--- src/rtl/blit_pkg.sv ---
// Shared blitter definitions: inner-loop state encoding and default widths.
package blit_pkg;

  typedef enum logic [1:0] {
    IDLE  = 2'd0,
    SRC   = 2'd1,
    DST   = 2'd2,
    WRITE = 2'd3
  } inner_state_t;

  localparam int ICNT_W_DEF = 8;

endpackage

--- src/rtl/blit_inner_counter.sv ---
// Inner iteration counter: load, decrement (wrapping), last-iteration detect.
module blit_inner_counter #(
  parameter int ICNT_W = 8
) (
  input  logic              clk,
  input  logic              rst,
  input  logic              load,
  input  logic              dec,
  input  logic [ICNT_W-1:0] load_val,
  output logic [ICNT_W-1:0] cnt,
  output logic              is_one
);

  // Load wins over decrement; decrement wraps so a loaded 0 gives 2**ICNT_W passes.
  always_ff @(posedge clk or posedge rst) begin
    if (rst)       cnt <= '0;
    else if (load) cnt <= load_val;
    else if (dec)  cnt <= cnt - 1'b1;
  end

  // Last iteration is flagged when the counter holds 1.
  always_comb is_one = (cnt == ICNT_W'(1));

endmodule

--- src/rtl/blit_inner_loop.sv ---
// Blitter inner-loop sequencer: issues source-read, destination-read and
// destination-write requests per iteration and reports idle to the outer loop.
import blit_pkg::*;

module blit_inner_loop #(
  parameter int ICNT_W = ICNT_W_DEF
) (
  input  logic              MasterClock,
  input  logic              SRESET,
  input  logic              CCLK,
  input  logic              INLP,
  input  logic              LDICNTL,
  input  logic [ICNT_W-1:0] INCNT,
  input  logic              SRCEN,
  input  logic              SRCENF,
  input  logic              DSTEN,
  input  logic              MEMDN,
  input  logic              COLST,
  output logic              SRCRD,
  output logic              DSTRD,
  output logic              DSTWR,
  output logic              SUPD,
  output logic              DUPD,
  output logic              INNER0,
  output logic              IQUIET,
  output logic              COLLIDED
);

  inner_state_t state, state_d;
  logic         done_q;
  logic         done;
  logic         adv;
  logic         first, first_d;
  logic         supd_d, dupd_d;
  logic         cnt_dec;
  logic         cnt_load;
  logic         col_set;
  logic         start;
  logic [ICNT_W-1:0] cnt;

  // A MEMDN coinciding with the enabling CCLK counts immediately.
  assign done     = done_q | MEMDN;
  assign adv      = CCLK & done;
  assign start    = CCLK & INLP & IQUIET;
  assign cnt_load = CCLK & ~LDICNTL;

  blit_inner_counter #(.ICNT_W(ICNT_W)) u_cnt (
    .clk      (MasterClock),
    .rst      (SRESET),
    .load     (cnt_load),
    .dec      (cnt_dec),
    .load_val (INCNT),
    .cnt      (cnt),
    .is_one   (INNER0)
  );

  // Next-state, address-step pulses and counter decrement.
  always_comb begin
    state_d = state;
    first_d = first;
    supd_d  = 1'b0;
    dupd_d  = 1'b0;
    cnt_dec = 1'b0;
    col_set = 1'b0;
    case (state)
      IDLE: begin
        if (start) begin
          first_d = 1'b1;
          state_d = SRCEN ? SRC : (DSTEN ? DST : WRITE);
        end
      end
      SRC: begin
        if (adv) begin
          supd_d  = 1'b1;
          state_d = DSTEN ? DST : WRITE;
        end
      end
      DST: begin
        if (adv) begin
          if (COLST) begin
            col_set = 1'b1;
            state_d = IDLE;
          end else begin
            state_d = WRITE;
          end
        end
      end
      WRITE: begin
        if (adv) begin
          dupd_d  = 1'b1;
          cnt_dec = 1'b1;
          first_d = 1'b0;
          // SRCENF restricts source reads to the first iteration only.
          if (INNER0)                          state_d = IDLE;
          else if (SRCEN & ~(SRCENF & ~first_d)) state_d = SRC;
          else if (DSTEN)                      state_d = DST;
          else                                 state_d = WRITE;
        end
      end
      default: state_d = IDLE;
    endcase
  end

  // FSM, done flag, sticky collision and registered request/pulse outputs.
  always_ff @(posedge MasterClock or posedge SRESET) begin
    if (SRESET) begin
      state    <= IDLE;
      done_q   <= 1'b0;
      first    <= 1'b0;
      COLLIDED <= 1'b0;
      IQUIET   <= 1'b1;
      SRCRD    <= 1'b0;
      DSTRD    <= 1'b0;
      DSTWR    <= 1'b0;
      SUPD     <= 1'b0;
      DUPD     <= 1'b0;
    end else begin
      state  <= state_d;
      first  <= first_d;
      // Completion is held until the state moves on; ignored while idle.
      if (state_d != state)              done_q <= 1'b0;
      else if (state != IDLE && MEMDN)   done_q <= 1'b1;
      if (start)        COLLIDED <= 1'b0;
      else if (col_set) COLLIDED <= 1'b1;
      IQUIET <= (state_d == IDLE);
      SRCRD  <= (state_d == SRC);
      DSTRD  <= (state_d == DST);
      DSTWR  <= (state_d == WRITE);
      SUPD   <= supd_d;
      DUPD   <= dupd_d;
    end
  end

endmodule

--- config.mk ---
export PLATFORM = sky130hd
export DESIGN_NAME = blit_inner_loop
export DESIGN_NICKNAME = d
export VERILOG_FILES = /design/src/rtl/blit_pkg.sv /design/src/rtl/blit_inner_counter.sv /design/src/rtl/blit_inner_loop.sv
export SDC_FILE = /design/constraint.sdc
export NUM_CORES = 1
export LEC_CHECK = 0
export BUFFER_PORTS_ARGS = -buffer_cell sky130_fd_sc_hd__buf_2
export CAP_MARGIN = 30
export CELL_PAD_IN_SITES_DETAIL_PLACEMENT = 2
export CELL_PAD_IN_SITES_GLOBAL_PLACEMENT = 2
export CORE_MARGIN = 2
export CORE_UTILIZATION = 28
export DETAILED_ROUTE_END_ITERATION = 8
export PLACE_DENSITY_LB_ADDON = 0.1
export SLEW_MARGIN = 20
export SYNTH_ARGS = -nofsm -noshare
export SYNTH_HDL_FRONTEND = slang
export SYNTH_SLANG_ARGS = --single-unit
--- constraint.sdc ---
create_clock -name MasterClock -period 1.5 [get_ports MasterClock]
set_input_delay 0.075 -clock MasterClock [delete_from_list [all_inputs] [get_ports MasterClock]]
set_output_delay 0.075 -clock MasterClock [all_outputs]
set_load 0.01 [all_outputs]
Word level (Yosys, flattened, before mapping)
Cells that the tools add are included.

Add/sub/neg operators: 1. Multipliers: 0. Divide/modulo/power cells: 0. Order comparisons: 0. Equality and inequality tests: 8. Shift operators: 0. Multiplexer cells: 22. Bitwise operators: 8. Reductions and logical operators: 7.

Operators by type and width (count): $mux W2 (8); $mux W8 (2); $mux W1 (11); $eq A2 B2 Y1 const B (4); $eq A8 B1 Y1 const B (1); $pmux W2 S4 (1); $reduce_bool A2 Y1 (4); $sub A8 B1 Y8 const B (1); $and A1 B1 Y1 (5); $eq A2 B1 Y1 const B (2); $logic_not A2 Y1 (2); $ne A2 B2 Y1 (1); $not A1 Y1 (2); $logic_and A1 B1 Y1 (1); $or A1 B1 Y1 (1).

Register bits after elaboration: 18. Bits in latches: 0. Memory bits (writable): 0. Bits in read-only memories: 0. Output and inout port bits: 8. Word-level logic and storage cells: 56. Memories: 0.

Logic depth before layout (Yosys ltp)
Word-level depth: 8. Gate-level depth with buffers: 6. Depth with buffers taken out: 5.

Hierarchy
A second synthesis with hierarchy kept.

Cell total of the unflattened synthesis: 102. Area total of the unflattened synthesis: 973.4 µm².

Modules (own cells, without submodules): blit_inner_loop (times used 1, cells each 51, area an instance 515.5 µm², seq. area each 251.5 µm²); blit_inner_counter (times used 1, cells each 51, area an instance 457.9 µm², seq. area each 200.2 µm²).

Worst setup path before layout
No wires, ideal clock.

Path kind: register to register. Start point: reg u_cnt.cnt[5]. End point: reg DSTWR. Arrival: 1.292 ns. Required time: 1.380 ns. Setup slack: 0.088 ns. Stages on the path, launching flop included: 5. Path through: dfrtp_1 -> nor4_4 -> a311oi_1 -> o32a_2 -> and3_1.

Word-level cells in the longest chain between the ends: 5.

Ends and longest elaborated chain: start: declaration (RTL line blit_inner_counter.sv:10) `output logic [ICNT_W-1:0] cnt,`; start signal: assignment (RTL line blit_inner_counter.sv:17) `else if (load) cnt <= load_val;`; start signal: assignment (RTL line blit_inner_counter.sv:18) `else if (dec) cnt <= cnt - 1'b1;`; $eq A8 B1 Y1 (RTL line blit_inner_counter.sv:22) `always_comb is_one = (cnt == ICNT_W'(1));`; $mux W2 (RTL line blit_inner_loop.sv:94) `if (INNER0) state_d = IDLE;`; $mux W2 (RTL line blit_inner_loop.sv:89) `if (adv) begin`; $pmux W2 S4 (RTL line blit_inner_loop.sv:65) `case (state)`; named net state_d[1] (RTL line blit_inner_loop.sv:29) `inner_state_t state, state_d;`; $eq A2 B2 Y1 (RTL line blit_inner_loop.sv:128) `DSTWR <= (state_d == WRITE);`; end signal: assignment (RTL line blit_inner_loop.sv:128); end: declaration (RTL line blit_inner_loop.sv:21) `output logic DSTWR,`.

The timed path passes the listed nets, and every way through them passes these cells. A chain may end at the register's enable or synchronous reset.

Final worst setup path
Start point: reg u_cnt.cnt[4]. End point: reg DSTWR.

Same word-level chain as after synthesis.

==> impl_metrics.tcl <==
set metrics [dict create \
    status "complete, but fails checks" \
    violations "setup timing" \
    die_width_um 64.0 \
    cp_cell_sequence "nor4_4 > buf_4 > a311oi_4 > o32a_2 > and3_1" \
    yosys_warnings 0 \
    netlist_area_um2 1010 \
    ff2ff_setup_slack_ps -60 \
    fin_util_pct 47.0 \
    grt_max_degree 19 \
    endpoint_kind "flip-flop" \
    grt_overflow_total 0 \
    p_comb_share_pct 54.8 \
    critPathTopFamily "simple AND/OR/NAND/NOR gates" \
    tns_ps -161 \
    tightest_slew_ps 458 \
    via_count 1018 \
    die_area_um2 4090 \
    seq_power_share_pct 33.2 \
    grt_antenna_before_repair 0 \
    clk_latency_ps 290 \
    areaGrowthSynthToFinish_pct 58.0 \
    cts_sinks 18 \
    ys_types 39 \
    htree_levels 1 \
    crit_required_ps 1700 \
    finalSetupViolCount 5 \
    fin_skew_ps 3.99 \
    worstSetupPathType "flip-flop to flip-flop" \
    cp.depth 5 \
    grt_pass1_vias 1150 \
    drc 0 \
    cts_made_buffers 3 \
    hpwl_mm 2.57 \
    hold_path.class "primary input to flip-flop" \
    core_um2 3390 \
    power.density_nw_per_um2 1640 \
    power.leakage_nw 0.724 \
    root_buffer "clkbuf_4" \
    hold_viol 0 \
    synth_edf_count 0 \
    whs_path_depth 3 \
    synth.ff_latch_count 18 \
    cp-start-kind "flip-flop" \
    std_cell_rows 21 \
    critPathMaxFanout 5 \
    synthFlopType "dfrtp_1" \
    fp.dieH_um 64.0 \
    stdcell_area_um2 1590 \
    synth-seq-area-share_pct 44.8 \
    drv_slew 0 \
    max_freq_ghz 0.641 \
    rsz0062_at_grt "yes" \
    postSynthCellCount 105 \
    cap_violations 0 \
    clockBufferDepth 2 \
    clkTransAtPathRegs_ps 120 \
    ant_nets 0 \
    gp_congestion 0.816 \
    syn_nets 125 \
    cpMaxStageDelayCell "dfrtp_1" \
    rr_worst_depth 5 \
    max_stage_delay_ps 440 \
    fin_nets 185 \
    wl_per_cell_um 16.7 \
    firstDrtPassIters 3 \
    power.switching_mw 1.07 \
    n_antenna_cell 0 \
    dpl_cell_area_um2 1310 \
    worst_slack_ps -59.5 \
    io_buffers 25 \
    start_util_pct 29.7 \
    critPathBufInv 1 \
    clkPwrFrac_pct 11.9 \
    post-route-period-util_pct 104 \
    grt_pass1_wl_mm 5.56 \
    syn_area_per_cell_um2 9.59 \
    relSlewSlack_pct 69.2 \
    routed_via_density 4.85 \
    min_period_ps 1560 \
    drive_gt1_share_pct 50.0 \
    cts_tree "built" \
    p_int_mw 1.54 \
    io-pin-count 26 \
    wl_mm 3.50 \
    drtIter0Drc 37 \
    grt_usage_pct 17.7 \
    swShare_pct 41.0 \
    worstPathArrival_ps 1750 \
    async_reset_ff_share_pct 100 \
    vdd_ir_drop_max_mv 0.612 \
]
layer usage:
metal	up-vias	wire, µm	GRT usage [%]
met4	0	31	3.26
met3	4	88	2.99
li1	489	-	-
met2	15	2000	36.3
met1	510	1380	18.5
met5	-	0	0
path summary, 6_finish.rpt:
check                                    startpoint                   end
max                        u_cnt.cnt[4]$_DFFE_PP0P_       DSTWR$_DFF_PP0_
min                                           COLST  COLLIDED$_DFFE_PP0P_
max reg2reg                u_cnt.cnt[4]$_DFFE_PP0P_       DSTWR$_DFF_PP0_
min reg2reg                    COLLIDED$_DFFE_PP0P_  COLLIDED$_DFFE_PP0P_
max in group asynchronous                    SRESET      IQUIET$_DFF_PP1_
min in group asynchronous                    SRESET  COLLIDED$_DFFE_PP0P_
final cells by class:
class / count / area (µm²)
Multi-Input combinational cell: 76 / 617
Inverter: 8 / 30.0
Sequential cell: 18 / 455
Clock buffer: 4 / 36.3
Fill cell: 376 / 1800
Timing Repair Buffer: 58 / 395
Tap cell: 46 / 57.6
synthesized netlist by cell type, types with 3 or more instances:
cell type | instances | area, µm²
nand3_1 | 5 | 25.0
o21a_1 | 3 | 22.5
inv_1 | 7 | 26.3
nor3_1 | 4 | 20.0
dfrtp_1 | 17 | 425
nor2_1 | 9 | 33.8
xnor2_1 | 3 | 26.3
o21ai_0 | 7 | 35.0
xor2_1 | 4 | 35.0
nand2b_1 | 3 | 18.8
nand2_1 | 8 | 30.0
nor4_1 | 3 | 18.8
logic make-up (layout without fill, tap and decap cells):
logic type,after synthesis,in the layout,share of synthesized area [%]
mux,2,2,2.24
flops,18,18,44.8
buf+inv,11,70,4.60
compound gates,24,24,16.3
simple gates,41,41,23.5
fa+ha+maj,2,2,2.48
xor+xnor,7,7,6.09
power by group through the flow:
stage / logic (mW) / clock network (mW) / registers (mW)
3_5_place_dp: 1.17 / 0 / 0.850
3_3_place_gp: 1.12 / 0 / 0.834
2_1_floorplan: 0.621 / 0 / 0.857
5_1_grt: 1.58 / 0.348 / 0.898
6_report: 1.44 / 0.312 / 0.869
4_1_cts: 1.24 / 0.327 / 0.843
registers in the layout, indices dropped and copies added (netlist names):
signal / cells
COLLIDED: 1
DSTRD: 1
DSTWR: 1
DUPD: 1
IQUIET: 1
SRCRD: 1
SUPD: 1
done_q: 1
state: 2
u_cnt.cnt: 8
per-stage QoR:
step / power, mW / hold WS, ps / std cells / worst slack (ps)
after global placement: 1.95 / 107 / 191 / 13.0
after global routing: 2.83 / 107 / 210 / -101
after floorplan: 1.48 / 12.8 / 105 / 87.9
after CTS: 2.41 / 99.8 / 206 / -67.7
after detailed placement: 2.02 / 117 / 191 / -42.6
final: 2.62 / 94.9 / 210 / -59.5
worst reg2reg max path: cells and delay by family, from the launching register on:
kind / cells / cell delay, ps
and+or+nand+nor: 2 / 500
DFF: 1 / 440
AOI/OAI and AO/OA: 2 / 340
buffers and inverters: 1 / 180
placed cells by master (no fill, tap or decap), types with 2 or more instances in the layout:
cell type / netlist / layout
xnor2_1: 3 / 3
dlygate4sd3_1: 0 / 9
nor4_2: 1 / 2
o21ai_1: 2 / 3
mux2_2: 2 / 2
nor2_1: 9 / 8
nor3_1: 4 / 2
dfrtp_1: 17 / 14
nand2b_1: 3 / 2
xor2_1: 4 / 4
clkbuf_4: 0 / 3
nor3_2: 1 / 3
nor4_1: 3 / 2
and3_1: 2 / 2
buf_4: 1 / 24
a21oi_1: 2 / 2
ha_1: 2 / 2
nand2_1: 8 / 8
o21ai_0: 7 / 5
nand3_2: 0 / 4
o21a_1: 3 / 3
buf_2: 0 / 25
dfrtp_2: 0 / 3
inv_1: 7 / 7
what timing repair did:
action,CTS,global route
setup endpoints to repair,7,14
gates cloned,0,0
pin swaps,1,3
hold buffers,9,0
resized for setup,5,18
endpoints found under the hold margin,25,0
buffers inserted,2,4
(Power assumes the default switching activity.)
